File: config.mk
export PLATFORM = sky130hd
export DESIGN_NAME = mem_port_arbiter
export DESIGN_NICKNAME = d
export VERILOG_FILES = /design/src/rtl/mem_port_arbiter.sv
export SDC_FILE = /design/constraint.sdc
export NUM_CORES = 1
export LEC_CHECK = 0
export BUFFER_PORTS_ARGS = -buffer_cell sky130_fd_sc_hd__buf_2
export CORE_AREA = 3 3 76 78
export CTS_BUF_LIST = sky130_fd_sc_hd__clkbuf_16
export CTS_CLUSTER_DIAMETER = 80
export CTS_CLUSTER_SIZE = 20
export DETAILED_ROUTE_END_ITERATION = 10
export DIE_AREA = 0 0 79 81
export PLACE_DENSITY = 0.82
export SLEW_MARGIN = 10
export SYNTH_ARGS = -nofsm -noshare
export SYNTH_HDL_FRONTEND = slang
export SYNTH_SLANG_ARGS = --single-unit
export TNS_END_PERCENT = 5
File: constraint.sdc
create_clock -name clk -period 4.54 [get_ports clk]
set_input_delay 0.908 -clock clk [delete_from_list [all_inputs] [get_ports clk]]
set_output_delay 0.908 -clock clk [all_outputs]
set_load 0.05 [all_outputs]
File: src/rtl/mem_port_arbiter.sv
// Two-requester arbiter for the shared memory port: instruction fetch (IF) and data (DM).
// Registers the winner's address/data/we, holds mem_en for LATENCY cycles, then pulses done.
module mem_port_arbiter #(
  parameter int DATA_W  = 16,
  parameter int LATENCY = 2
) (
  input  logic              clk,
  input  logic              reset,
  input  logic              if_req,
  input  logic [DATA_W-1:0] if_addr,
  input  logic              dm_req,
  input  logic              dm_we,
  input  logic [DATA_W-1:0] dm_addr,
  input  logic [DATA_W-1:0] dm_wdata,
  input  logic [DATA_W-1:0] mem_rdata,
  output logic              mem_en,
  output logic              mem_we,
  output logic [DATA_W-1:0] mem_addr,
  output logic [DATA_W-1:0] mem_wdata,
  output logic              addr_sel,
  output logic              if_gnt,
  output logic              dm_gnt,
  output logic              if_done,
  output logic              dm_done,
  output logic [DATA_W-1:0] rdata,
  output logic              busy,
  output logic [1:0]        state_dbg
);

  // Request/done handshake: a requester raises req and holds it (with stable
  // address/data until granted); the arbiter samples req in IDLE, and the
  // matching one-cycle done pulse marks completion, after which req may drop.

  typedef enum logic [1:0] {
    S_IDLE   = 2'd0,
    S_ACCESS = 2'd1,
    S_DONE   = 2'd2
  } state_t;

  localparam logic [3:0] CNT_INIT = 4'(LATENCY - 1);
  localparam logic       OWNER_IF = 1'b0;
  localparam logic       OWNER_DM = 1'b1;

  state_t            state_q, state_d;
  logic              last_q, last_d;
  logic [3:0]        cnt_q, cnt_d;
  logic [DATA_W-1:0] addr_q, addr_d;
  logic [DATA_W-1:0] wdata_q, wdata_d;
  logic              we_q, we_d;
  logic              sel_q, sel_d;
  logic              if_gnt_q, if_gnt_d;
  logic              dm_gnt_q, dm_gnt_d;
  logic [DATA_W-1:0] rdata_q, rdata_d;
  logic              grant_dm;

  always_ff @(posedge clk or posedge reset) begin
    if (reset) begin
      state_q  <= S_IDLE;
      last_q   <= OWNER_IF;
      cnt_q    <= '0;
      addr_q   <= '0;
      wdata_q  <= '0;
      we_q     <= 1'b0;
      sel_q    <= 1'b0;
      if_gnt_q <= 1'b0;
      dm_gnt_q <= 1'b0;
      rdata_q  <= '0;
    end else begin
      state_q  <= state_d;
      last_q   <= last_d;
      cnt_q    <= cnt_d;
      addr_q   <= addr_d;
      wdata_q  <= wdata_d;
      we_q     <= we_d;
      sel_q    <= sel_d;
      if_gnt_q <= if_gnt_d;
      dm_gnt_q <= dm_gnt_d;
      rdata_q  <= rdata_d;
    end
  end

  // On a tie the requester that did not own the port last wins.
  assign grant_dm = dm_req && (!if_req || (last_q == OWNER_IF));

  always_comb begin
    state_d  = state_q;
    last_d   = last_q;
    cnt_d    = cnt_q;
    addr_d   = addr_q;
    wdata_d  = wdata_q;
    we_d     = we_q;
    sel_d    = sel_q;
    if_gnt_d = if_gnt_q;
    dm_gnt_d = dm_gnt_q;
    rdata_d  = rdata_q;
    case (state_q)
      S_IDLE: begin
        if (if_req || dm_req) begin
          state_d = S_ACCESS;
          cnt_d   = CNT_INIT;
          if (grant_dm) begin
            addr_d   = dm_addr;
            wdata_d  = dm_wdata;
            we_d     = dm_we;
            sel_d    = 1'b1;
            dm_gnt_d = 1'b1;
            last_d   = OWNER_DM;
          end else begin
            addr_d   = if_addr;
            wdata_d  = '0;
            we_d     = 1'b0;
            sel_d    = 1'b0;
            if_gnt_d = 1'b1;
            last_d   = OWNER_IF;
          end
        end
      end
      S_ACCESS: begin
        if (cnt_q == 4'd0) begin
          if (!we_q) rdata_d = mem_rdata;
          state_d = S_DONE;
        end else begin
          cnt_d = cnt_q - 4'd1;
        end
      end
      S_DONE: begin
        if_gnt_d = 1'b0;
        dm_gnt_d = 1'b0;
        state_d  = S_IDLE;
      end
      default: state_d = S_IDLE;
    endcase
  end

  assign mem_en    = (state_q == S_ACCESS);
  assign mem_we    = mem_en & we_q;
  assign mem_addr  = addr_q;
  assign mem_wdata = wdata_q;
  assign addr_sel  = sel_q;
  assign if_gnt    = if_gnt_q;
  assign dm_gnt    = dm_gnt_q;
  assign if_done   = (state_q == S_DONE) & ~sel_q;
  assign dm_done   = (state_q == S_DONE) & sel_q;
  assign rdata     = rdata_q;
  assign busy      = (state_q != S_IDLE);
  assign state_dbg = state_q;

endmodule

==> impl_table.tex <==
\begin{tabular}{lr}
\hline
Metric & Value \\
\hline
\multicolumn{2}{l}{\textbf{Cells and area}} \\
Antenna diode count & 0 \\
Layout area overhead & 41.2\% \\
Final Instance Count excl. Fillers & 382 \\
Core Util, Final & 66.9\% \\
Flip-flop and latch area & 0.00145 mm² \\
Count of nets after finishing & 378 \\
Final cell area excluding filler cells & 0.00344 mm² \\
Number of filler cells placed in the layout & 394 \\
Area used by multi-input combinational logic & 890 µm² \\
Proportion of layout cells with a drive suffix above 1 & 52.9\% \\
\multicolumn{2}{l}{\textbf{CTS}} \\
Number of setup buffers added after CTS & 0 \\
Root buffer selected by CTS & clkbuf\_16 \\
Number of buffers on the longest clock path & 2 \\
Cts hold-fix bufs & 0 \\
\# resized after CTS & 0 \\
Sinks on the clock net & 58 \\
Clk\_lat worst skew & 0.31 ns \\
Maximum level of the CTS H-tree & 3 \\
Clock transition at the registers of the reported paths & 0.05 ns \\
Number of buffers inserted during clock tree synthesis & 9 \\
CTS tree & built \\
\multicolumn{2}{l}{\textbf{Worst setup path}} \\
Startpoint Class & flop \\
Maximum fanout count along the critical path & 20 \\
CP required & 3.63 ns \\
Arrival @ worst endpoint & 2.08 ns \\
Category of the critical setup timing path & reg -> out \\
Critical path capture point type & output pin \\
\multicolumn{2}{l}{\textbf{Route}} \\
Number of search-and-repair iterations in the first detailed-routing pass & 4 \\
Violation count after the first detailed-route iteration & 65 \\
Per-cell routed wire length & 16.2 µm \\
Average via count per standard cell & 5.29 \\
Via total after detailed routing & 2021 \\
Remaining design rule violation count & 0 \\
Count of nets left with antenna violations after detail routing & 0 \\
Total routed wirelength & 6.18 mm \\
\multicolumn{2}{l}{\textbf{Synthesis}} \\
Cell taking the most area after synthesis & dfrtp\_1 \\
Synthesized Nets & 251 \\
Top-count cell post-synth & dfrtp\_1 \\
Share of flip-flops with an asynchronous set or reset & 100\% \\
Area share of the leading cell type in the synthesized netlist & 59.6\% \\
Post-synth top cells & 58 x dfrtp\_1, 18 x and3\_1, 17 x a221o\_1, 17 x a22o\_1, 10 x mux2\_4 \\
Most instantiated flip-flop cell in the synthesis netlist & dfrtp\_1 \\
Library cells used by synthesis & 35 \\
Number of synthesized register bits & 58 \\
Syn Inst Count & 180 \\
Count of yosys warnings during synthesis & 0 \\
Mean cell area of the mapped netlist & 13.5 µm² \\
Largest cells by area after synthesis & dfrtp\_1 60\%, a221o\_1 7.0\%, mux2\_4 6.2\% \\
Mapped cell area & 0.00243 mm² \\
Share of synthesized area occupied by flip-flops and latches & 59.6\% \\
EDFF count, synth & 0 \\
\multicolumn{2}{l}{\textbf{Global routing}} \\
Number of global-route vias before repair & 2069 \\
Global routing usage summed across all routing layers & 19.9\% \\
Leftover overflow at the end of global routing & 0 \\
Wire length of the first global-routing pass & 9.74 mm \\
Largest net degree at the start of global routing & 59 \\
Antenna violations before repair & 0 \\
\multicolumn{2}{l}{\textbf{Place}} \\
Post-placement worst setup slack & 1.92 ns \\
DP HPWL & 4.32 mm \\
Post-place instance area & 0.00310 mm² \\
Quantity of I/O buffers inserted on ports & 126 \\
Placer congestion estimate & 0.868 \\
Cell total after placement & 366 \\
\multicolumn{2}{l}{\textbf{Job}} \\
Max\_cap viols & 0 \\
\multicolumn{2}{l}{\textbf{Die}} \\
Starting density of the core & 47.3\% \\
Y dimension of the die & 81 µm \\
Placement row count & 26 \\
DIE AREA & 0.00640 mm² \\
Area inside the core boundary & 0.00514 mm² \\
Ports placed on the boundary & 127 \\
Chip width & 79 µm \\
\multicolumn{2}{l}{\textbf{STA}} \\
Final Hold Violating Endpoints & 0 \\
Setup slack of the critical path after layout & 1.55 ns \\
Setup repair after global routing missed its margin & no \\
Max transition margin & 31.7\% \\
Setup Total Neg Slack & 0 ns \\
Number of setup violations in the final report & 0 \\
Top achievable clock speed & 0.335 GHz \\
Pins over their slew limit & 0 \\
Worst Tran Pin Value & 1.02 ns \\
Final critical path time including I/O delays and setup & 2.99 ns \\
Post-route fraction of the period consumed by the critical path & 65.8\% \\
Setup Skew & 0.00446 ns \\
\multicolumn{2}{l}{\textbf{Outcome}} \\
Outcome & complete, no violations \\
\multicolumn{2}{l}{\textbf{Hold path}} \\
Kind of path behind the tightest hold check & reg -> reg \\
\multicolumn{2}{l}{\textbf{Power and ir drop}} \\
Max rail drop VDD & 0.537 mV \\
Leakage power of the design & 1.90 nW \\
Power per cell area & 993 mW/mm² \\
\hline
\end{tabular}
==> cell families (layout without fill, tap and decap cells) <==
logic type / Yosys count / count (layout) / share of synthesized area (%)
buf+inv: 19 / 151 / 3.96
flops: 58 / 58 / 59.6
mux: 18 / 18 / 9.77
fa+ha+maj: 2 / 2 / 1.03
simple gates: 39 / 39 / 9.72
compound gates: 44 / 44 / 15.9
==> state kept, by name, indices dropped and copies added, names as in the netlist, 2 cells and up <==
register,cells
state_dbg,2
cnt_q,4
mem_addr,16
mem_wdata,16
rdata,16
==> critical path, stage by stage, from the launching register on <==
cell and delay (ns):
dfrtp_1 0.45, nor2_1 0.81, inv_1 0.22, buf_2 0.28
==> worst paths after layout <==
| path | startpoint | to | slack [ns] | depth (start not counted) |
|---|---|---|---|---|
| max in group asynchronous | reset | cnt_q[0]$_DFFE_PP0P_ | 3.28 | 3 |
| setup / recovery | state_dbg[1]$_DFFE_PP0P_ | busy | 1.55 | 3 |
| min in group asynchronous | reset | mem_wdata[10]$_DFFE_PP0P_ | 0.81 | 3 |
| hold reg to reg | dm_gnt$_DFFE_PP0P_ | dm_gnt$_DFFE_PP0P_ | 0.49 | 1 |
| setup reg to reg | state_dbg[1]$_DFFE_PP0P_ | mem_wdata[8]$_DFFE_PP0P_ | 2.24 | 3 |
| hold / removal | dm_gnt$_DFFE_PP0P_ | dm_gnt$_DFFE_PP0P_ | 0.49 | 1 |
==> per-layer routing <==
metal	vias to the layer above	wire length [µm]	global-route usage [%]
met5	-	0	0
met4	0	162	11.3
met3	17	459	5.43
met2	92	3000	31.7
met1	984	2550	24.5
li1	928	-	-
==> cell usage in the layout (no fill, tap or decap), types with 5 or more instances in the layout <==
cell type / n
a221o_1: 17
inv_1: 5
mux2_2: 6
and3_1: 18
buf_2: 126
nor2_1: 7
dfrtp_1: 58
clkbuf_16: 9
a22o_1: 17
mux2_4: 10
==> power breakdown <==
| part | switching, mW | total (mW) | internal (mW) |
|---|---|---|---|
| logic | 1.23 | 1.75 | 0.522 |
| clock network | 0.217 | 0.746 | 0.529 |
| registers | 0.147 | 0.914 | 0.767 |
==> stage by stage <==
step	power (mW)	hold slack, ns
3_5_place_dp	2.67	0.482
6_report	3.41	0.493
3_3_place_gp	2.63	0.468
5_1_grt	3.56	0.513
4_1_cts	3.44	0.495
2_1_floorplan	2.28	0.455
==> layout make-up <==
type	instances	area share (%)
Inverter	6	0.655
Tap cell	70	2.55
Sequential cell	58	42.2
Clock inverter	7	3.13
Clock buffer	9	6.55
Multi-Input combinational cell	103	25.9
Timing Repair Buffer	129	19.0
(Power assumes the default switching activity.)
